### src/rtl/universal_shift_register_pkg.sv
// Shared types for the universal shift register: command codes, FSM states
// and a small command-classification helper.
package usr_pkg;

  // Codes 0-4 keep the encoding of the older 4-bit command register.
  typedef enum logic [3:0] {
    CMD_HOLD  = 4'd0,
    CMD_CLEAR = 4'd1,
    CMD_LOAD  = 4'd2,
    CMD_SHL   = 4'd3,
    CMD_SHR   = 4'd4,
    CMD_ROL   = 4'd5,
    CMD_ROR   = 4'd6,
    CMD_ASR   = 4'd7
  } cmd_e;

  typedef enum logic {
    IDLE = 1'b0,
    RUN  = 1'b1
  } state_e;

  function automatic logic is_shift(input logic [3:0] cmd);
    return (cmd >= CMD_SHL) && (cmd <= CMD_ASR);
  endfunction

endpackage

### src/rtl/universal_shift_register_if.sv
// Command/status bundle of the universal shift register; the master issues
// commands, the slave (the register) reports value and handshake status.
interface universal_shift_register_if #(
    parameter int WIDTH = 8
);
    localparam int AMT_W = $clog2(WIDTH) + 1;

    logic             startRegister;
    logic [3:0]       comandRegister;
    logic [WIDTH-1:0] inputRegister;
    logic [AMT_W-1:0] amountRegister;
    logic             serialInRegister;
    logic [WIDTH-1:0] valueRegister;
    logic             serialOutRegister;
    logic             busyRegister;
    logic             doneRegister;

    modport master (
        output startRegister, comandRegister, inputRegister, amountRegister, serialInRegister,
        input  valueRegister, serialOutRegister, busyRegister, doneRegister
    );

    modport slave (
        input  startRegister, comandRegister, inputRegister, amountRegister, serialInRegister,
        output valueRegister, serialOutRegister, busyRegister, doneRegister
    );

endinterface

### src/rtl/universal_shift_register_shift_step.sv
// One combinational shift/rotate step; returns the next value and the bit
// ejected by that step. Non-shift codes pass the value through.
module shift_step
    import usr_pkg::*;
#(
    parameter int WIDTH = 8
) (
    input  logic [3:0]       cmd,
    input  logic [WIDTH-1:0] value,
    input  logic             serial_in,
    output logic [WIDTH-1:0] next_value,
    output logic             eject
);

    // NOTE: every output gets a default before the case so no path leaves it
    // unassigned; a missing default here would infer a latch.
    always_comb begin
        next_value = value;
        eject      = 1'b0;
        case (cmd)
            CMD_SHL: begin
                next_value = {value[WIDTH-2:0], serial_in};
                eject      = value[WIDTH-1];
            end
            CMD_SHR: begin
                next_value = {serial_in, value[WIDTH-1:1]};
                eject      = value[0];
            end
            CMD_ROL: begin
                next_value = {value[WIDTH-2:0], value[WIDTH-1]};
                eject      = value[WIDTH-1];
            end
            CMD_ROR: begin
                next_value = {value[0], value[WIDTH-1:1]};
                eject      = value[0];
            end
            CMD_ASR: begin
                next_value = {value[WIDTH-1], value[WIDTH-1:1]};
                eject      = value[0];
            end
            default: ;
        endcase
    end

endmodule

### src/rtl/universal_shift_register.sv
// WIDTH-bit register with clear, load and multi-step shift/rotate under a
// start/busy/done handshake; the first shift step lands on the accepting edge.
module universal_shift_register
    import usr_pkg::*;
#(
    parameter int WIDTH = 8
) (
    input  logic clockRegister,
    input  logic resetRegister,
    universal_shift_register_if.slave bus
);

    localparam int AMT_W = $clog2(WIDTH) + 1;

    logic [WIDTH-1:0] value_q, value_d;
    logic             sout_q, sout_d;
    logic             busy_q, busy_d;
    logic             done_q, done_d;
    state_e           state_q, state_d;
    logic [AMT_W-1:0] count_q, count_d;
    logic [3:0]       cmd_q, cmd_d;

    logic [3:0]       step_cmd;
    logic [WIDTH-1:0] step_value;
    logic             step_eject;

    // The single step unit serves both the accepting edge and the RUN steps.
    assign step_cmd = (state_q == RUN) ? cmd_q : bus.comandRegister;

    shift_step #(.WIDTH(WIDTH)) u_step (
        .cmd        (step_cmd),
        .value      (value_q),
        .serial_in  (bus.serialInRegister),
        .next_value (step_value),
        .eject      (step_eject)
    );

    always_comb begin
        value_d = value_q;
        sout_d  = sout_q;
        busy_d  = busy_q;
        done_d  = 1'b0;
        state_d = state_q;
        count_d = count_q;
        cmd_d   = cmd_q;
        case (state_q)
            IDLE: begin
                if (bus.startRegister) begin
                    if (bus.comandRegister == CMD_CLEAR) begin
                        value_d = '0;
                        sout_d  = 1'b0;
                        done_d  = 1'b1;
                    end else if (bus.comandRegister == CMD_LOAD) begin
                        value_d = bus.inputRegister;
                        done_d  = 1'b1;
                    end else if (is_shift(bus.comandRegister)) begin
                        if (bus.amountRegister == '0) begin
                            done_d = 1'b1;
                        end else begin
                            value_d = step_value;
                            sout_d  = step_eject;
                            if (bus.amountRegister == AMT_W'(1)) begin
                                done_d = 1'b1;
                            end else begin
                                busy_d  = 1'b1;
                                count_d = bus.amountRegister - AMT_W'(1);
                                cmd_d   = bus.comandRegister;
                                state_d = RUN;
                            end
                        end
                    end
                end
            end
            RUN: begin
                value_d = step_value;
                sout_d  = step_eject;
                count_d = count_q - AMT_W'(1);
                if (count_q == AMT_W'(1)) begin
                    busy_d  = 1'b0;
                    done_d  = 1'b1;
                    state_d = IDLE;
                end
            end
            default: state_d = IDLE;
        endcase
    end

    // NOTE: state registers use non-blocking assignments so every flop samples
    // the pre-edge values computed above, independent of statement order.
    always_ff @(posedge clockRegister) begin
        if (resetRegister) begin
            value_q <= '0;
            sout_q  <= 1'b0;
            busy_q  <= 1'b0;
            done_q  <= 1'b0;
            state_q <= IDLE;
            count_q <= '0;
            cmd_q   <= CMD_HOLD;
        end else begin
            value_q <= value_d;
            sout_q  <= sout_d;
            busy_q  <= busy_d;
            done_q  <= done_d;
            state_q <= state_d;
            count_q <= count_d;
            cmd_q   <= cmd_d;
        end
    end

    assign bus.valueRegister     = value_q;
    assign bus.serialOutRegister = sout_q;
    assign bus.busyRegister      = busy_q;
    assign bus.doneRegister      = done_q;

endmodule

### src/flat_wrapper.sv
// flat-port wrapper written by rule: the top's interface ports become plain ports
module universal_shift_register_flat import usr_pkg::*;
#(
    parameter int WIDTH = 8
)
  (clockRegister, resetRegister, bus_startRegister, bus_comandRegister, bus_inputRegister, bus_amountRegister, bus_serialInRegister, bus_valueRegister, bus_serialOutRegister, bus_busyRegister, bus_doneRegister);
  universal_shift_register_if #(.WIDTH(WIDTH)) bus_i ();
  input  logic clockRegister;
  input  logic resetRegister;
  input wire logic [$bits(bus_i.startRegister)-1:0] bus_startRegister;
  input wire logic [$bits(bus_i.comandRegister)-1:0] bus_comandRegister;
  input wire logic [$bits(bus_i.inputRegister)-1:0] bus_inputRegister;
  input wire logic [$bits(bus_i.amountRegister)-1:0] bus_amountRegister;
  input wire logic [$bits(bus_i.serialInRegister)-1:0] bus_serialInRegister;
  output wire logic [$bits(bus_i.valueRegister)-1:0] bus_valueRegister;
  output wire logic [$bits(bus_i.serialOutRegister)-1:0] bus_serialOutRegister;
  output wire logic [$bits(bus_i.busyRegister)-1:0] bus_busyRegister;
  output wire logic [$bits(bus_i.doneRegister)-1:0] bus_doneRegister;
  assign bus_i.startRegister = bus_startRegister;
  assign bus_i.comandRegister = bus_comandRegister;
  assign bus_i.inputRegister = bus_inputRegister;
  assign bus_i.amountRegister = bus_amountRegister;
  assign bus_i.serialInRegister = bus_serialInRegister;
  assign bus_valueRegister = bus_i.valueRegister;
  assign bus_serialOutRegister = bus_i.serialOutRegister;
  assign bus_busyRegister = bus_i.busyRegister;
  assign bus_doneRegister = bus_i.doneRegister;
  universal_shift_register #(.WIDTH(WIDTH)) u_core (.clockRegister(clockRegister), .resetRegister(resetRegister), .bus(bus_i));
endmodule
### config.mk
export PLATFORM = sky130hd
export DESIGN_NAME = universal_shift_register_flat
export DESIGN_NICKNAME = d
export VERILOG_FILES = /design/src/rtl/universal_shift_register_pkg.sv /design/src/rtl/universal_shift_register_if.sv /design/src/rtl/universal_shift_register_shift_step.sv /design/src/rtl/universal_shift_register.sv /design/src/flat_wrapper.sv
export SDC_FILE = /design/constraint.sdc
export NUM_CORES = 1
export LEC_CHECK = 0
export CAP_MARGIN = 5
export CORE_ASPECT_RATIO = 1.75
export CORE_MARGIN = 1
export CORE_UTILIZATION = 54
export DETAILED_ROUTE_END_ITERATION = 7
export PLACE_DENSITY = 0.87
export SETUP_SLACK_MARGIN = 0.15
export SKIP_LAST_GASP = 1
export SYNTH_ARGS = -nofsm -noshare
export SYNTH_HDL_FRONTEND = slang
export SYNTH_HIERARCHICAL = 1
export SYNTH_SLANG_ARGS = --single-unit
### constraint.sdc
create_clock -name clockRegister -period 5.9 [get_ports clockRegister]
set_input_delay 1.18 -clock clockRegister [delete_from_list [all_inputs] [get_ports clockRegister]]
set_output_delay 1.18 -clock clockRegister [all_outputs]
set_load 0.005 [all_outputs]
Word-level counts from Yosys, hierarchy flattened. Index checks and enable logic that the tools add are counted.

Add/subtract/negate cells: 2. $lt $le $gt $ge: 2. Equal/unequal tests: 21. Mux-type cells: 46. Bitwise logic cells: 5. Reduce and logical (&&, ||, !) cells: 9.

Operator list (number): $mux 8 (5); $pmux 8 s5 (1); $mux 4 (7); $mux 1 (26); $eq 4x3->1 const B (4); $pmux 8 s2 (1); $reduce_and 7->1 (2); $eq 4x1->1 const B (3); $ne 2x2->1 const B (6); $pmux 1 s2 (5); $eq 4x2->1 const B (2); $pmux 4 s2 (1); $sub 4x1->4 const B (2); $ne 3x2->1 const B (2); $reduce_and 6->1 (1); $not 1->1 (5); $ge 4x2->1 const B (1); $le 4x3->1 const B (1); $logic_not 4->1 (1); $ne 4x1->1 const B (1); $ne 4x2->1 const B (1); $reduce_and 4->1 (1); $ne 3x1->1 const B (1); $reduce_and 3->1 (1); 4 further kinds (4).

Register bits after elaboration: 20. Input bits: 20. Output and inout bits: 11. Word-level logic and storage cells: 92.

Logic depth before layout (Yosys ltp). Gate-level depths: netlist (run 1).

Word-level depth: 10. Mapped depth: 9. Gate-level depth less buffers: 6.

Modules after synthesis. The synthesis (run 1) kept the hierarchy.

By module, submodules not included: universal_shift_register (instances 1, cells each 114, area each 1131.1 sq um, sequential area each 400.4 sq um); shift_step (instances 1, cells each 50, area each 322.8 sq um, sequential area each 0.0 sq um).

Worst setup path before layout (run 1). OpenSTA, ideal clock, no wires.

Path kind: input to register. From: input bus_comandRegister[2]. To: register u_core.value_q[7], in the netlist u_core/bus.valueRegister[7]. Library setup time: 0.132 ns. Arrival time: 2.629 ns. Required time: 5.768 ns. Path slack: 3.139 ns. Stages: 9. Buffers on the path: 3. Path through: clkbuf_1 mux2_2 buf_2 nor2b_1 buf_2 and3_4 a221o_1 mux2i_1 o2bb2ai_1.

Word-level cells in the longest chain between the ends: 9. Elaborated cells between the ends (all ways): 21. Classes of those cells: order compare (2); eq/ne (9); mux (8); reduce/logical (2).

Ends and longest elaborated chain: start, declared (RTL line flat_wrapper.sv:11) `input wire logic [$bits(bus_i.comandRegister)-1:0] bus_comandRegister;`; $mux 4 (*) (RTL line universal_shift_register.sv:28) `assign step_cmd = (state_q == RUN) ? cmd_q : bus.comandRegister;`; net u_core.step_cmd[2] (RTL line universal_shift_register.sv:23) `logic [3:0] step_cmd;`; $eq 4x3->1 or $eq 4x2->1 (tied branches) (RTL line universal_shift_register_shift_step.sv:20) `case (cmd)`; $pmux 8 s5 (*) (RTL line universal_shift_register_shift_step.sv:20); net u_core.step_value[7] (RTL line universal_shift_register.sv:24) `logic [WIDTH-1:0] step_value;`; $mux 8 (RTL line universal_shift_register.sv:57) `if (bus.amountRegister == '0) begin`; $mux 8 (RTL line universal_shift_register.sv:56) `end else if (is_shift(bus.comandRegister)) begin`; $mux 8 (RTL line universal_shift_register.sv:53) `end else if (bus.comandRegister == CMD_LOAD) begin`; $mux 8 (RTL line universal_shift_register.sv:49) `if (bus.comandRegister == CMD_CLEAR) begin`; $mux 8 (RTL line universal_shift_register.sv:48) `if (bus.startRegister) begin`; $pmux 8 s2 (*) (RTL line universal_shift_register.sv:46) `case (state_q)`; end signal, assigned (RTL line universal_shift_register.sv:100) `value_q <= value_d;`; end, declared (RTL line universal_shift_register.sv:15) `logic [WIDTH-1:0] value_q, value_d;`.

The timed path passes the listed nets; every way through them passes the cells marked *. The select of a mux whose other input is x is not followed. A chain may end at the register's enable or synchronous reset.

Final worst setup path (run 1). Ends and elaborated chain as after synthesis.

==> reports/metrics.csv, run 1 <==
metric;value;unit
status;finished, final reports clean;
holdWs;0.484;ns
antennaDiodeCount;0;
fin_setup_tns;0;ns
max_stage_delay;0.66;ns
synthCells;164;
slew_headroom;54.5;%
critPathKind;in -> reg;
first_iter_violations;39;
synth_area_leaders;dfxtp_1, mux2i_1, nand3_1, o2bb2ai_1, ha_1;
setup_viol;0;
area_growth;24.2;%
path_cells;clkdlybuf4s50_1 -> mux2_2 -> nor2b_1 -> and3_4 -> a221o_1 -> mux2i_1 -> o2bb2ai_1;
slowest_stage;clkdlybuf4s50_1;
synth_cell_types;51;
max_freq;319;MHz
clock-root-buffer;clkbuf_8;
insertion_delay;0.26;ns
cp_max_fo;9;
min_from;u_core/bus.serialOutRegister;
vdd_drop_max;0.168;mV
drive_gt1_share;10.6;%
die_x;41.2;um
grt_pass1_wl;5880;um
cts_resized;0;
gp_congestion;0.742;
cts_max_path_buffers;2;
min_path_type;reg -> reg;
max_cap_violations;0;
critPathTopFamily;simple AND/OR/NAND/NOR gates;
die_y;70.6;um
arrival;3.33;ns
dieArea;2910;sq um
dr.pass1.iters;4;
ys_ff_latch;20;
syn-cell-area;1450;sq um
synth_top_area_cell;dfxtp_1;
core_area;2520;sq um
final_cells;214;
syn_avg_cell_area;8.87;sq um
fin_crit;3.14;ns
routed_wl;3740;um
viasPerCell;6.57;
rsz0062_at_grt;no;
start_kind;input port;
numCtsBuffers;3;
overflow;0;
post_cts_buffers;0;
fp-row-count;24;
crit_buf_inv;1;
seq_area_frac_synth;27.5;%
drc;0;
required;6.09;ns
vias;1407;
synth_fp_nets;189;
hpwl;2820;um
holdBufCountCts;0;
portBuffers;30;
yosys_warnings;6;
finalHoldViolations;0;
final_util;71.6;%
synth_ff_type;dfxtp_1;
grt_start_max_net_pins;16;
crit_path_start;bus_comandRegister[2];
track_usage;28.1;%
tritoncts;yes;
synth_edf_count;0;
ys_async_sr_fraction;0;%
initial_core_util;57.6;%
grt_pass1_vias;1372;
placedCellCount;210;
drv_slew;0;
ioPinCount;31;
r2r_start;u_core/state_q;
setup_slack;2.76;ns
cts.clk_slew.worst_paths;0.08;ns
finClkSkew;0.00422;ns
wire_per_inst;17.5;um
endpoint_kind;flop;
powerDensity;207;nW/um^2
p_leak;0.708;nW
nNetsFinal;214;
fin_crit_sh;53.2;%
synthDominantCellAreaShare;27.5;%
worst_pin_slew;0.679;ns
ant_nets;0;
antenna_found_initial;0;
cts.htree.levels;1;
cts.sinks;20;
place_ws;2.51;ns
-- synthesized netlist by cell type (2+ instances only) --
cell type and number:
a211oi_1 3, a21oi_1 7, buf_2 5, clkbuf_1 3
dfxtp_1 20, ha_1 5, inv_1 7, mux2_2 5
mux2i_1 13, nand2_1 3, nand2b_1 2, nand3_1 20
nand3b_1 2, nor2_1 10, nor2b_1 3, nor3_1 4
nor3b_1 3, o21ai_0 7, o2bb2ai_1 8, o31ai_1 2
or4_1 2
-- worst min-delay path, stage by stage (launching register included) --
cell and delay, ns:
dfxtp_1 0.32, nand2_1 0.06, mux2i_1 0.06
-- layer usage --
metal  vias up  part of all wire (%)  global-route usage [%]
met3        12                   4.8                    4.39
met5         -                     0                       0
met1       678                    36                    26.2
met4         0                   3.2                    14.3
li1        662                     -                       -
met2        55                    56                    51.6
-- layout make-up --
class / instances / area (sq um)
clock inverter: 1 / 30.0
multi-input combinational: 127 / 975
sequential: 20 / 400
fill: 225 / 717
timing repair buffer: 30 / 300
clock buffer: 3 / 41.3
tap: 26 / 32.5
inverter: 7 / 26.3
-- final timing paths --
| kind | cells past startpoint | slack, ns | endpoint |
|---|---|---|---|
| hold / removal | 2 | 0.48 | u_core/bus.serialOutRegister |
| hold reg to reg | 2 | 0.48 | u_core/bus.serialOutRegister |
| setup reg to reg | 6 | 3.49 | u_core/bus.valueRegister[7] |
| setup / recovery | 7 | 2.76 | u_core/bus.valueRegister[7] |
-- flip-flops by register name, indices dropped and copies added, names as in the netlist --
signal / cells
u_core/bus.busyRegister: 1
u_core/bus.serialOutRegister: 1
u_core/state_q: 1
u_core/cmd_q: 4
u_core/count_q: 4
u_core/bus.valueRegister: 8
u_core/bus.doneRegister: 1
-- logic make-up (layout without fill, tap and decap cells) --
family / count (synthesis) / in the layout / synth area share (%)
XOR/XNOR: 3 / 3 / 2.32
flip-flops: 20 / 20 / 27.5
multiplexers: 19 / 19 / 13.9
AO/OA/AOI/OAI: 45 / 45 / 25.3
adder cells (fa/ha/maj): 5 / 5 / 4.30
AND/OR/NAND/NOR: 55 / 55 / 21.3
buffers and inverters: 17 / 41 / 5.42
-- metrics by stage --
step / instance area [sq um] / total power, mW
2_1_floorplan: 1450 / 0.209
3_3_place_gp: 1730 / 0.235
3_5_place_dp: 1730 / 0.239
4_1_cts: 1810 / 0.376
5_1_grt: 1810 / 0.389
6_report: 1810 / 0.375
-- cell usage in the layout (no fill, tap or decap), drive strengths merged, types with 4 or more instances in the layout --
master / count
nor2: 10
mux2i: 13
nand3: 20
inv: 7
nor2b: 4
dfxtp: 20
clkdlybuf4s50: 30
o2bb2ai: 8
mux2: 6
o21ai: 8
nor3: 5
a211oi: 4
a21oi: 8
ha: 5
-- power by group --
group,total (mW),internal (mW),switching (mW)
clock network,0.137,0.0905,0.0465
registers,0.148,0.141,0.00711
logic,0.0895,0.0421,0.0474
total,0.375,0.274,0.101
(Power assumes the default switching activity.)
==> run 2: changes to the inputs <==
- CORE_UTILIZATION: 54 -> 46
- PLACE_DENSITY: 0.87 -> 0.79
- clock period: 5.9 -> 2.6 ns (I/O delays scaled with it)
==> run 2 against run 1 <==
Against the previous run: cell count grew 14%; sequential share of layout area decreased by 1.4 points; sequential power up 130%; routed wire length rose by 5.1%; via count up 2.6%; non-clock buffer count increased by 14; combinational power increased to 2.5 times the previous value; core utilization is 6.4 points lower; global-route usage is 3.3 points lower; register-to-register slack got worse by 2.9 ns; critical path depth grew 1; worst hold slack got worse by 0.0031 ns; largest cell class unchanged.
==> reports/metrics.csv, run 2 (synthesis gave the netlist of run 1 again) <==
metric;value;unit;change
n_fill_cell;246;;+9.3%
r2r_end;u_core/bus.serialOutRegister;;
dieArea;3400;sq um;+17%
holdWs;0.481;ns;-0.00312 ns
cts_max_path_buffers;2;;unchanged
finClkSkew;0.00179;ns;-0.00243 ns
seq_power_share;38.0;%;-1.5 points
p_comb_share;25.8;%;+1.9 points
holdPathStages;2;;unchanged
setup_viol;0;;unchanged
grt_pass1_vias;1503;;+9.5%
grt_start_max_net_pins;13;;-3
switchingPower;0.239;mW;+140%
routed_wl;3930;um;+5.1%
ant_nets;0;;unchanged
cts.clk_slew.worst_paths;0.08;ns;about the same
track_usage;24.7;%;-3.3 points
final_cell_mix;clkdlybuf4s50_1, nand3_1, dfxtp_1, buf_4, mux2i_1;;
max_stage_delay;0.49;ns;-0.17 ns
p_clk_share;36.2;%;-0.4 points
initial_core_util;49.1;%;-8.5 points
largest_reg_flops;8;;unchanged
numCtsBuffers;3;;unchanged
gp_congestion;0.878;;+18%
vias;1443;;+2.6%
tritoncts;yes;;
fin_crit;2.30;ns;
start_kind;input port;;
slowest_stage;clkdlybuf4s50_1;;
dr.pass1.iters;4;;unchanged
antenna_found_initial;0;;unchanged
die_x;44.5;um;+7.9%
setup_slack;0.301;ns;-2.46 ns
p_leak;0.777;nW;+9.6%
r2r_start;u_core/state_q;;
ioPinCount;31;;unchanged
cts.htree.levels;1;;unchanged
status;finished, final reports clean;;
required;2.75;ns;-3.34 ns
min_path_type;reg -> reg;;
rsz0062_at_grt;no;;
viasPerCell;5.91;;-10%
critPathTopFamily;buffers and inverters;;
worst_pin_slew;0.464;ns;-0.215 ns
grt_pass1_wl;6530;um;+11%
critPathKind;in -> reg;;
insertion_delay;0.26;ns;about the same
wire_per_inst;16.1;um;-7.8%
first_iter_violations;54;;+38%
place_ws;-0.0311;ns;-2.54 ns
multi_input_area;975;sq um;unchanged
area_growth;32.8;%;
overflow;0;;unchanged
core_area;2960;sq um;+17%
final_cells;244;;+14%
endpoint_kind;flop;;
powerDensity;454;nW/um^2;+120%
fin_crit_sh;88.4;%;
vdd_drop_max;0.326;mV;+95%
switching_share;27.3;%;+0.35 points
max_freq;435;MHz;
drive_gt1_share;16.8;%;+6.2 points
final_util;65.2;%;-6.4 points
path_cells;clkdlybuf4s50_1 -> inv_1 -> ha_1 -> or2_4 -> a2111oi_4 -> buf_4 -> mux2i_1 -> nor2_1;;
fp-row-count;26;;+8.3%
final_common_cell;clkdlybuf4s50_1;;
cp_max_fo;3;;-6
r2r_cells;7;;+1
arrival;2.45;ns;-0.88 ns
portBuffers;30;;unchanged
min_from;u_core/bus.serialOutRegister;;
seqCellArea;400;sq um;unchanged
clock-root-buffer;clkbuf_8;;
internal_power;0.637;mW;+130%
die_y;76.4;um;+8.1%
cts.sinks;20;;unchanged
nNetsFinal;228;;+6.5%
placedCellCount;240;;+14%
max_cap_violations;0;;unchanged
min_to;u_core/bus.serialOutRegister;;
hpwl;2940;um;+4.5%
crit_buf_inv;3;;+2
total_power;0.876;mW;+130%
drv_slew;0;;unchanged
slew_headroom;68.8;%;+14 points
drc;0;;unchanged
worst-r2r-setup-slack;0.60;ns;-2.89 ns
antennaDiodeCount;0;;unchanged
finalHoldViolations;0;;unchanged
-- run 2: changes by cell type in the layout (fill, tap and decap cells not counted) --
cell	change
buf_4	+14
-- run 2: repair_timing --
item / 4_1_cts / 5_1_grt
buffers inserted: 0 / 0
setup endpoints to repair: 0 / 1
gates resized for setup: 0 / 0
endpoints found under the hold margin: 0 / 0
hold buffers: 0 / 0
-- run 2: area by class of cell --
type	count	share of cell area [%]
Timing Repair Buffer	44	21.0
Tap cell	42	2.72
Clock buffer	3	2.14
Inverter	7	1.36
Sequential cell	20	20.7
Clock inverter	1	1.56
Multi-Input combinational cell	127	50.5
-- run 2: through the flow --
| step | setup TNS, ns | cell area (sq um) |
|---|---|---|
| finish | 0 | 1930 |
| detailed placement | -0.0311 | 1860 |
| floorplan | 0 | 1450 |
| global placement | 0 | 1860 |
| global route | 0 | 1930 |
| CTS | 0 | 1930 |
-- run 2: per-layer routing --
layer	share of wire, %	GRT usage, %
met5	0	0
met4	3.2	11.5
met3	3.8	2.61
met2	57	47.4
met1	36	24.2
-- run 2: how the worst max path moves through the flow --
stage                                      from                     endpoint  slack [ns]  cells after the start
after CTS                 bus_amountRegister[1]              u_core/cmd_q[2]        0.24                      8
after global routing      bus_amountRegister[1]              u_core/cmd_q[2]        0.20                      8
after detailed placement  bus_amountRegister[1]              u_core/cmd_q[2]       -0.03                      8
after global placement    bus_amountRegister[1]              u_core/cmd_q[2]        0.09                      8
final                     bus_amountRegister[1]              u_core/cmd_q[2]        0.30                      8
after floorplan                  u_core/state_q  u_core/bus.valueRegister[7]        0.36                      8
-- run 2: tightest hold or removal path, delay by kind of cell, from the launching register on --
kind | cells | cell delay, ns
DFF | 1 | 0.32
muxes | 1 | 0.06
and+or+nand+nor | 1 | 0.06
-- run 2: power groups by stage --
stage,Sequential [mW],Combinational [mW],Clock (mW)
final,0.333,0.226,0.317
after global routing,0.334,0.245,0.337
after CTS,0.333,0.224,0.323
after detailed placement,0.340,0.222,0
after global placement,0.339,0.213,0
after floorplan,0.337,0.138,0
